--- src/rtl/mux4_rr_arbiter.sv ---
// rtl/mux4_rr_arbiter.sv - round-robin arbiter driving the select of a shared 4:1 mux
//
// Ports:
//   clk_in       rising-edge clock
//   rst_in       synchronous active-high reset
//   req_in[3:0]  request per requester; bit i asks for mux input i
//   gnt_out[3:0] registered one-hot grant, or all zero when idle
//   sel_out[1:0] registered index of the current or last owner; feeds the mux select
//   busy_out     high while a grant is active
//   timeout_out  one-cycle pulse when the current owner is forcibly released
//
// Optional feature: define MUX4_ARB_TIMEOUT_EN to limit how long an owner may
// hold the grant while others wait (HOLD_MAX cycles, counter CNT_W bits wide).
// Without it the grant is held until the owner drops its request.
module mux4_rr_arbiter #(
    parameter int HOLD_MAX = 8,
    parameter int CNT_W    = 4
) (
    input  logic       clk_in,
    input  logic       rst_in,
    input  logic [3:0] req_in,
    output logic [3:0] gnt_out,
    output logic [1:0] sel_out,
    output logic       busy_out,
    output logic       timeout_out
);

    typedef enum logic {
        IDLE,
        GRANT
    } state_t;

    state_t     state;
    state_t     state_nxt;
    logic [1:0] ptr;
    logic [1:0] ptr_nxt;
    logic [3:0] gnt_nxt;
    logic [1:0] sel_nxt;
    logic       busy_nxt;
    logic       timeout_nxt;

    logic [3:0] arb_req;
    logic [1:0] arb_start;
    logic       arb_en;
    logic       release_en;
    logic [2:0] pick;

    // Returns {found, index} of the first set bit scanning start, start+1, ... mod 4.
    // Iterating from the far end lets the nearest candidate overwrite the others.
    function automatic logic [2:0] rr_pick(input logic [3:0] r, input logic [1:0] start);
        logic [2:0] res;
        logic [1:0] idx;
        res = 3'b000;
        for (int k = 3; k >= 0; k--) begin
            idx = start + 2'(k);
            if (r[idx]) begin
                res = {1'b1, idx};
            end
        end
        return res;
    endfunction

`ifdef MUX4_ARB_TIMEOUT_EN
    // cnt is the number of completed cycles the owner has held the grant, so the
    // grant has been visible for cnt+1 cycles when it reaches HOLD_MAX-1.
    logic [CNT_W-1:0] cnt;
    logic [CNT_W-1:0] cnt_nxt;
    logic             hold_expired;
    logic             others_pending;

    assign hold_expired   = (cnt >= CNT_W'(HOLD_MAX - 1));
    assign others_pending = |(req_in & ~gnt_out);

    always_ff @(posedge clk_in) begin
        if (rst_in) begin
            cnt <= '0;
        end else begin
            cnt <= cnt_nxt;
        end
    end
`else
    logic unused_cfg;
    assign unused_cfg = (HOLD_MAX > 0) && (CNT_W > 0);
`endif

    always_comb begin
        state_nxt   = state;
        ptr_nxt     = ptr;
        gnt_nxt     = gnt_out;
        sel_nxt     = sel_out;
        busy_nxt    = busy_out;
        timeout_nxt = 1'b0;
        arb_req     = 4'b0000;
        arb_start   = ptr;
        arb_en      = 1'b0;
        release_en  = 1'b0;
`ifdef MUX4_ARB_TIMEOUT_EN
        cnt_nxt     = cnt;
`endif
        case (state)
            IDLE: begin
                arb_req   = req_in;
                arb_start = ptr;
                arb_en    = 1'b1;
            end
            GRANT: begin
                if (!req_in[sel_out]) begin
                    // Owner dropped: re-arbitrate this cycle so there is no idle bubble.
                    release_en = 1'b1;
                    ptr_nxt    = sel_out + 2'd1;
                    arb_req    = req_in;
                    arb_start  = sel_out + 2'd1;
                    arb_en     = 1'b1;
                end
`ifdef MUX4_ARB_TIMEOUT_EN
                else if (hold_expired && others_pending) begin
                    // Owner still requesting, so mask it out; another winner always exists.
                    ptr_nxt     = sel_out + 2'd1;
                    arb_req     = req_in & ~gnt_out;
                    arb_start   = sel_out + 2'd1;
                    arb_en      = 1'b1;
                    timeout_nxt = 1'b1;
                end else if (cnt < CNT_W'(HOLD_MAX)) begin
                    cnt_nxt = cnt + 1'b1;
                end
`endif
            end
            default: state_nxt = IDLE;
        endcase

        pick = rr_pick(arb_req, arb_start);
        if (arb_en && pick[2]) begin
            gnt_nxt   = 4'b0001 << pick[1:0];
            sel_nxt   = pick[1:0];
            busy_nxt  = 1'b1;
            state_nxt = GRANT;
`ifdef MUX4_ARB_TIMEOUT_EN
            cnt_nxt   = '0;
`endif
        end else if (release_en) begin
            // sel_out keeps the last owner so the mux output stays stable while idle.
            gnt_nxt   = 4'b0000;
            busy_nxt  = 1'b0;
            state_nxt = IDLE;
        end
    end

    always_ff @(posedge clk_in) begin
        if (rst_in) begin
            state       <= IDLE;
            ptr         <= 2'd0;
            gnt_out     <= 4'b0000;
            sel_out     <= 2'd0;
            busy_out    <= 1'b0;
            timeout_out <= 1'b0;
        end else begin
            state       <= state_nxt;
            ptr         <= ptr_nxt;
            gnt_out     <= gnt_nxt;
            sel_out     <= sel_nxt;
            busy_out    <= busy_nxt;
            timeout_out <= timeout_nxt;
        end
    end

endmodule

--- config.mk ---
export PLATFORM = sky130hd
export DESIGN_NAME = mux4_rr_arbiter
export DESIGN_NICKNAME = d
export VERILOG_FILES = /design/src/rtl/mux4_rr_arbiter.sv
export SDC_FILE = /design/constraint.sdc
export NUM_CORES = 1
export LEC_CHECK = 0
export ABC_AREA = 1
export CORE_AREA = 8 8 45 47
export DETAILED_ROUTE_END_ITERATION = 10
export DIE_AREA = 0 0 53 55
export DONT_BUFFER_PORTS = 1
export PLACE_DENSITY = 0.72
export REMOVE_ABC_BUFFERS = 1
export SYNTH_ARGS = -nofsm -noshare
export SYNTH_HDL_FRONTEND = slang
export SYNTH_SLANG_ARGS = --single-unit
--- constraint.sdc ---
create_clock -name clk_in -period 3.7 [get_ports clk_in]
set_input_delay 0.74 -clock clk_in [delete_from_list [all_inputs] [get_ports clk_in]]
set_output_delay 0.74 -clock clk_in [all_outputs]
set_load 0.02 [all_outputs]
Word level (Yosys, flattened, before mapping):

Index checks and enable logic that the tools add are counted.

* $add $sub $neg: 4
* $lt $le $gt $ge: 5
* shift-type cells: 1
* muxes and demuxes: 25
* bitwise operators: 1
* reductions and logical operators: 2

Operator list (count)
* $lt A2 B3 Y1 const B: 5
* $mux W3: 4
* $mux W4: 3
* $bmux W1 S2: 5
* $mux W1: 9
* $pmux W4 S2: 1
* $add A2 B1 Y2 const B: 2
* $add A2 B2 Y2 const B: 2
* $pmux W2 S2: 1
* $shl A1 B2 Y4 const A: 1
* $mux W2: 1
* $pmux W1 S2: 1
* $reduce_bool A2 Y1: 1
* $logic_and A1 B1 Y1: 1
* $not A1 Y1: 1

* bits in registers: 9
* input port bits: 6
* output and inout port bits: 8
* logic and storage cells: 42

Longest topological paths before layout:

* depth in word-level cells: 13
* depth in mapped cells: 18
* mapped depth without buffers: 18

Worst setup path before layout:

OpenSTA, ideal clock, no wires.

* kind: input -> register
* start point: input req_in[3]
* end point: register gnt_out[0]
* setup time: 0.129 ns
* data arrival time: 1.954 ns
* required time: 3.571 ns
* path slack: 1.617 ns
* cell stages on the path: 16
* path buffers: 0
* cell sequence: inv_1 > nand2_1 > nand3_4 > nand4_2 > nand2_4 > nand2_2 > nand3_1 > inv_1 > nor2_1 > nand2_1 > nand2_1 > nand2_1 > nand2_1 > nor2_1 > nor2_1 > nor2_1

* word-level cells in the longest chain between the ends: 13
* elaborated cells between the ends (all ways): 28
* those cells by class: add/sub: 3; shift: 1; mux: 22; reduce/logical: 2

Ends and longest elaborated chain
* from (decl): RTL line 21 `input logic [3:0] req_in,`
* $bmux W1 S2: RTL line 107 `if (!req_in[sel_out]) begin`
* $mux W1 (implied by the code): RTL line 107
* $mux W2: RTL line 107
* $pmux W2 S2: RTL line 100 `case (state)`
* $add A2 B2 Y2: RTL line 55 `idx = start + 2'(k);`
* $bmux W1 S2: RTL line 56 `if (r[idx]) begin`
* $mux W1 (implied by the code): RTL line 56
* $mux W3 (4 in a row): RTL line 56
* $shl A1 B2 Y4 / $logic_and A1 B1 Y1 (equally long branches): RTL line 133, 132
* $mux W4 / $reduce_bool A2 Y1 (equally long branches)
* to (signal assigned): RTL line 159 `gnt_out <= gnt_nxt;`
* to (decl): RTL line 22 `output logic [3:0] gnt_out,`

Parallel ways exist; a longest one is shown, timed or not. The select of a mux whose other input is x is not followed.
A chain may end at the register's enable or synchronous reset.

Worst setup path in the final report:

* start point: register sel_out[0]
* end point: register gnt_out[0]

* word-level cells in the longest chain between the ends: 13
* elaborated cells between the ends (all ways): 29
* those cells by class: add/sub: 4; shift: 1; mux: 22; reduce/logical: 2

Ends and longest elaborated chain
* from (decl): RTL line 23 `output logic [1:0] sel_out,`
* from (signal assigned): RTL line 160 `sel_out <= sel_nxt;`
* $bmux W1 S2: RTL line 107
* $mux W1 (implied by the code): RTL line 107
* $mux W2: RTL line 107
* $pmux W2 S2: RTL line 100
* $add A2 B2 Y2: RTL line 55
* $bmux W1 S2: RTL line 56
* $mux W1 (implied by the code): RTL line 56
* $mux W3 (4 in a row): RTL line 56
* $shl A1 B2 Y4 / $logic_and A1 B1 Y1 (equally long branches): RTL line 133, 132
* $mux W4 / $reduce_bool A2 Y1 (equally long branches)

Parallel ways exist; a longest one is shown, timed or not. The select of a mux whose other input is x is not followed.

==> impl_metrics.env <==
export IMPL_drt_iter0_drc=5
export IMPL_hold_buffers=0
export IMPL_die_w_microns=53
export IMPL_grt_first_pass_wirelength_microns=2620
export IMPL_synth_edf_count=0
export IMPL_timing_final_crit_period_ps=2110
export IMPL_antenna_found_initial=0
export IMPL_synth_main_ff_cell="dfxtp_1"
export IMPL_nFillCells=154
export IMPL_firstDrtPassIters=4
export IMPL_grt_start_max_net_pins=10
export IMPL_timing_critical_path_from_type="flip-flop"
export IMPL_ant_nets=0
export IMPL_fin_crit_sh=0.570
export IMPL_busiest_layer="met2"
export IMPL_worst_hold_startpoint="rst_in"
export IMPL_grt_setup_unrepaired="no"
export IMPL_criticalPathCategory="reg -> reg"
export IMPL_dieArea_sq_mm=0.00292
export IMPL_register_bit_count_reported_by_yosys=9
export IMPL_cp_startpoint="sel_out[0]"
export IMPL_clock_sinks=9
export IMPL_via_count=649
export IMPL_placeableCoreArea_sq_mm=0.00138
export IMPL_leak_pwr_nw=0.408
export IMPL_power_density_mw_per_mm2=1000
export IMPL_critical_path_maximum_fanout=5
export IMPL_ys_async_sr_fraction=0
export IMPL_global_route_usage_met3=0.0508
export IMPL_postCtsResizedCells=0
export IMPL_placement_io_buffers=0
export IMPL_clk_transition_reported_paths_ps=60
export IMPL_cts_made_buffers=3
export IMPL_grt_ovf=0
export IMPL_initial_core_util=0.542
export IMPL_reg2reg_from="sel_out[0]"
export IMPL_setup_tns_final_ps=0
export IMPL_layout_area_overhead_vs_synth_pct=4.84
export IMPL_worst_setup_path_end_kind="flip-flop"
export IMPL_yosysWarnings=0
export IMPL_global_route_usage_met2=0.207
export IMPL_worst_endpoint_required_ps=3860
export IMPL_grt_met1_usage=0.122
export IMPL_mappedNetlistArea_sq_um=749
export IMPL_average_cell_area_after_synthesis_sq_um=6.52
export IMPL_maximum_achievable_frequency_ghz=0.474
export IMPL_detail_route_drc_violations=0
export IMPL_worstPathArrival_ps=2270
export IMPL_cts_root_buffer_cell="clkbuf_4"
export IMPL_hold_viol_final=0
export IMPL_fp_row_count=14
export IMPL_timing_final_setup_violations=0
export IMPL_post_cts_setup_buffer_count=0
export IMPL_distinct_cells_synth=24
export IMPL_number_of_buffers_on_the_longest_clock_path=2
export IMPL_wl_per_cell_microns=11.1
export IMPL_tritoncts="built"
export IMPL_yosysSeqAreaShare=0.240
export IMPL_dpl_hpwl_microns=1240
export IMPL_routed_via_density=4.88
export IMPL_clock_insertion_delay_worst_skew_ps=260
export IMPL_top_level_ports=14
export IMPL_worst_hold_path_type="in -> reg"
export IMPL_grt_usage=0.119
export IMPL_cts_htree_levels=1
export IMPL_place_congestion=0.824
export IMPL_vias_in_the_first_global_route=653
export IMPL_syn_inst=115
export IMPL_skew_ps=3.20
export IMPL_die_h_microns=55
export IMPL_status="completed"
export IMPL_drv_max_cap_violation_count=0
export IMPL_finalHoldWorstSlack_ps=536
export IMPL_num_antenna_cells=0
export IMPL_drive_above_1_share=0.291
export IMPL_drv_slew=0
export IMPL_nNetsFinal=124
export IMPL_postRouteWirelength_microns=1480
export IMPL_vdd_ir_drop_max_mv=0.464
==> routing by layer <==
| layer | routed length, microns | share of wire |
|---|---|---|
| met5 | 0 | 0 |
| met4 | 0 | 0 |
| met3 | 119 | 0.080 |
| met2 | 704 | 0.48 |
| met1 | 657 | 0.44 |
==> Yosys cell counts, types with 2 or more instances <==
master / number / area (sq um)
nand3_4: 2 / 35.0
nand2_2: 12 / 75.1
nand2_1: 35 / 131
nand3_1: 8 / 40.0
nor2_1: 9 / 33.8
a21oi_2: 2 / 17.5
nand3_2: 2 / 20.0
o21ai_1: 2 / 10.0
a21oi_1: 4 / 20.0
nand2_4: 3 / 33.8
inv_1: 12 / 45.0
inv_2: 4 / 15.0
dfxtp_1: 9 / 180
==> final timing paths <==
kind	to	slack (ps)	cells after the start
max	gnt_out[0]	1590	17
min reg2reg	gnt_out[1]	560	2
min	gnt_out[2]	540	1
max reg2reg	gnt_out[0]	1590	17
==> sequential cells by signal, indices dropped and copies added, names as in the netlist <==
name and flops:
sel_out 2, ptr 2, state 1, gnt_out 4
==> critical path: stages (launching register included) <==
cell     delay (ps)
dfxtp_1         540
inv_2           130
nand2_2         100
nand3_4         100
nand2_2         100
nand2_2          80
nand2_1         130
nand3_1         120
nand3_1         130
inv_1            50
nor2_1           90
nand2_1          50
nand2_1          80
nand2_1          50
nand2_1          90
nor2_1           60
nor2_1           80
nor2_1           40
==> report_power, final <==
part | total, W | leakage [nW] | internal (W) | switching [W]
clock network | 0.0000746 | 0.0177 | 0.0000399 | 0.0000348
logic | 0.000524 | 0.316 | 0.000184 | 0.000339
registers | 0.000191 | 0.0743 | 0.000130 | 0.0000608
total | 0.000789 | 0.408 | 0.000354 | 0.000435
==> layout by cell type (no fill, tap or decap), drive strengths merged <==
cell and n:
xnor2 1, nand2 50, nor2 10, nand3 12, o21ai 3, inv 16, clkinv 2, conb 1
nand3b 1, a21oi 6, clkbuf 3, dfxtp 9, a21boi 1, nand4 2
==> through the flow <==
stage | instance area, sq um | util | worst slack (ps) | std cells | power, W
finish | 786 | 0.568 | 1590 | 133 | 0.000789
global route | 786 | 0.568 | 1310 | 133 | 0.000890
CTS | 786 | 0.568 | 1570 | 133 | 0.000799
detailed placement | 758 | 0.548 | 1430 | 129 | 0.000721
global placement | 758 | 0.548 | 1460 | 129 | 0.000709
floorplan | 738 | - | 1630 | 113 | 0.000637
==> logic make-up after synthesis <==
group	share of synthesized area
AND/OR/NAND/NOR	0.553
buffers and inverters	0.100
AO/OA/AOI/OAI	0.0902
flip-flops	0.240
XOR/XNOR	0.0117
other	0.00500
==> area by class of cell <==
cell class,instances,area (sq um),area share
clock inverter,1,5.00,0.00637
clock buffer,3,22.5,0.0287
multi-input combinational,87,494,0.629
inverter,17,63.8,0.0812
sequential,9,180,0.229
tap,16,20.0,0.0255
Note: power is estimated with default switching activity, not from simulation.
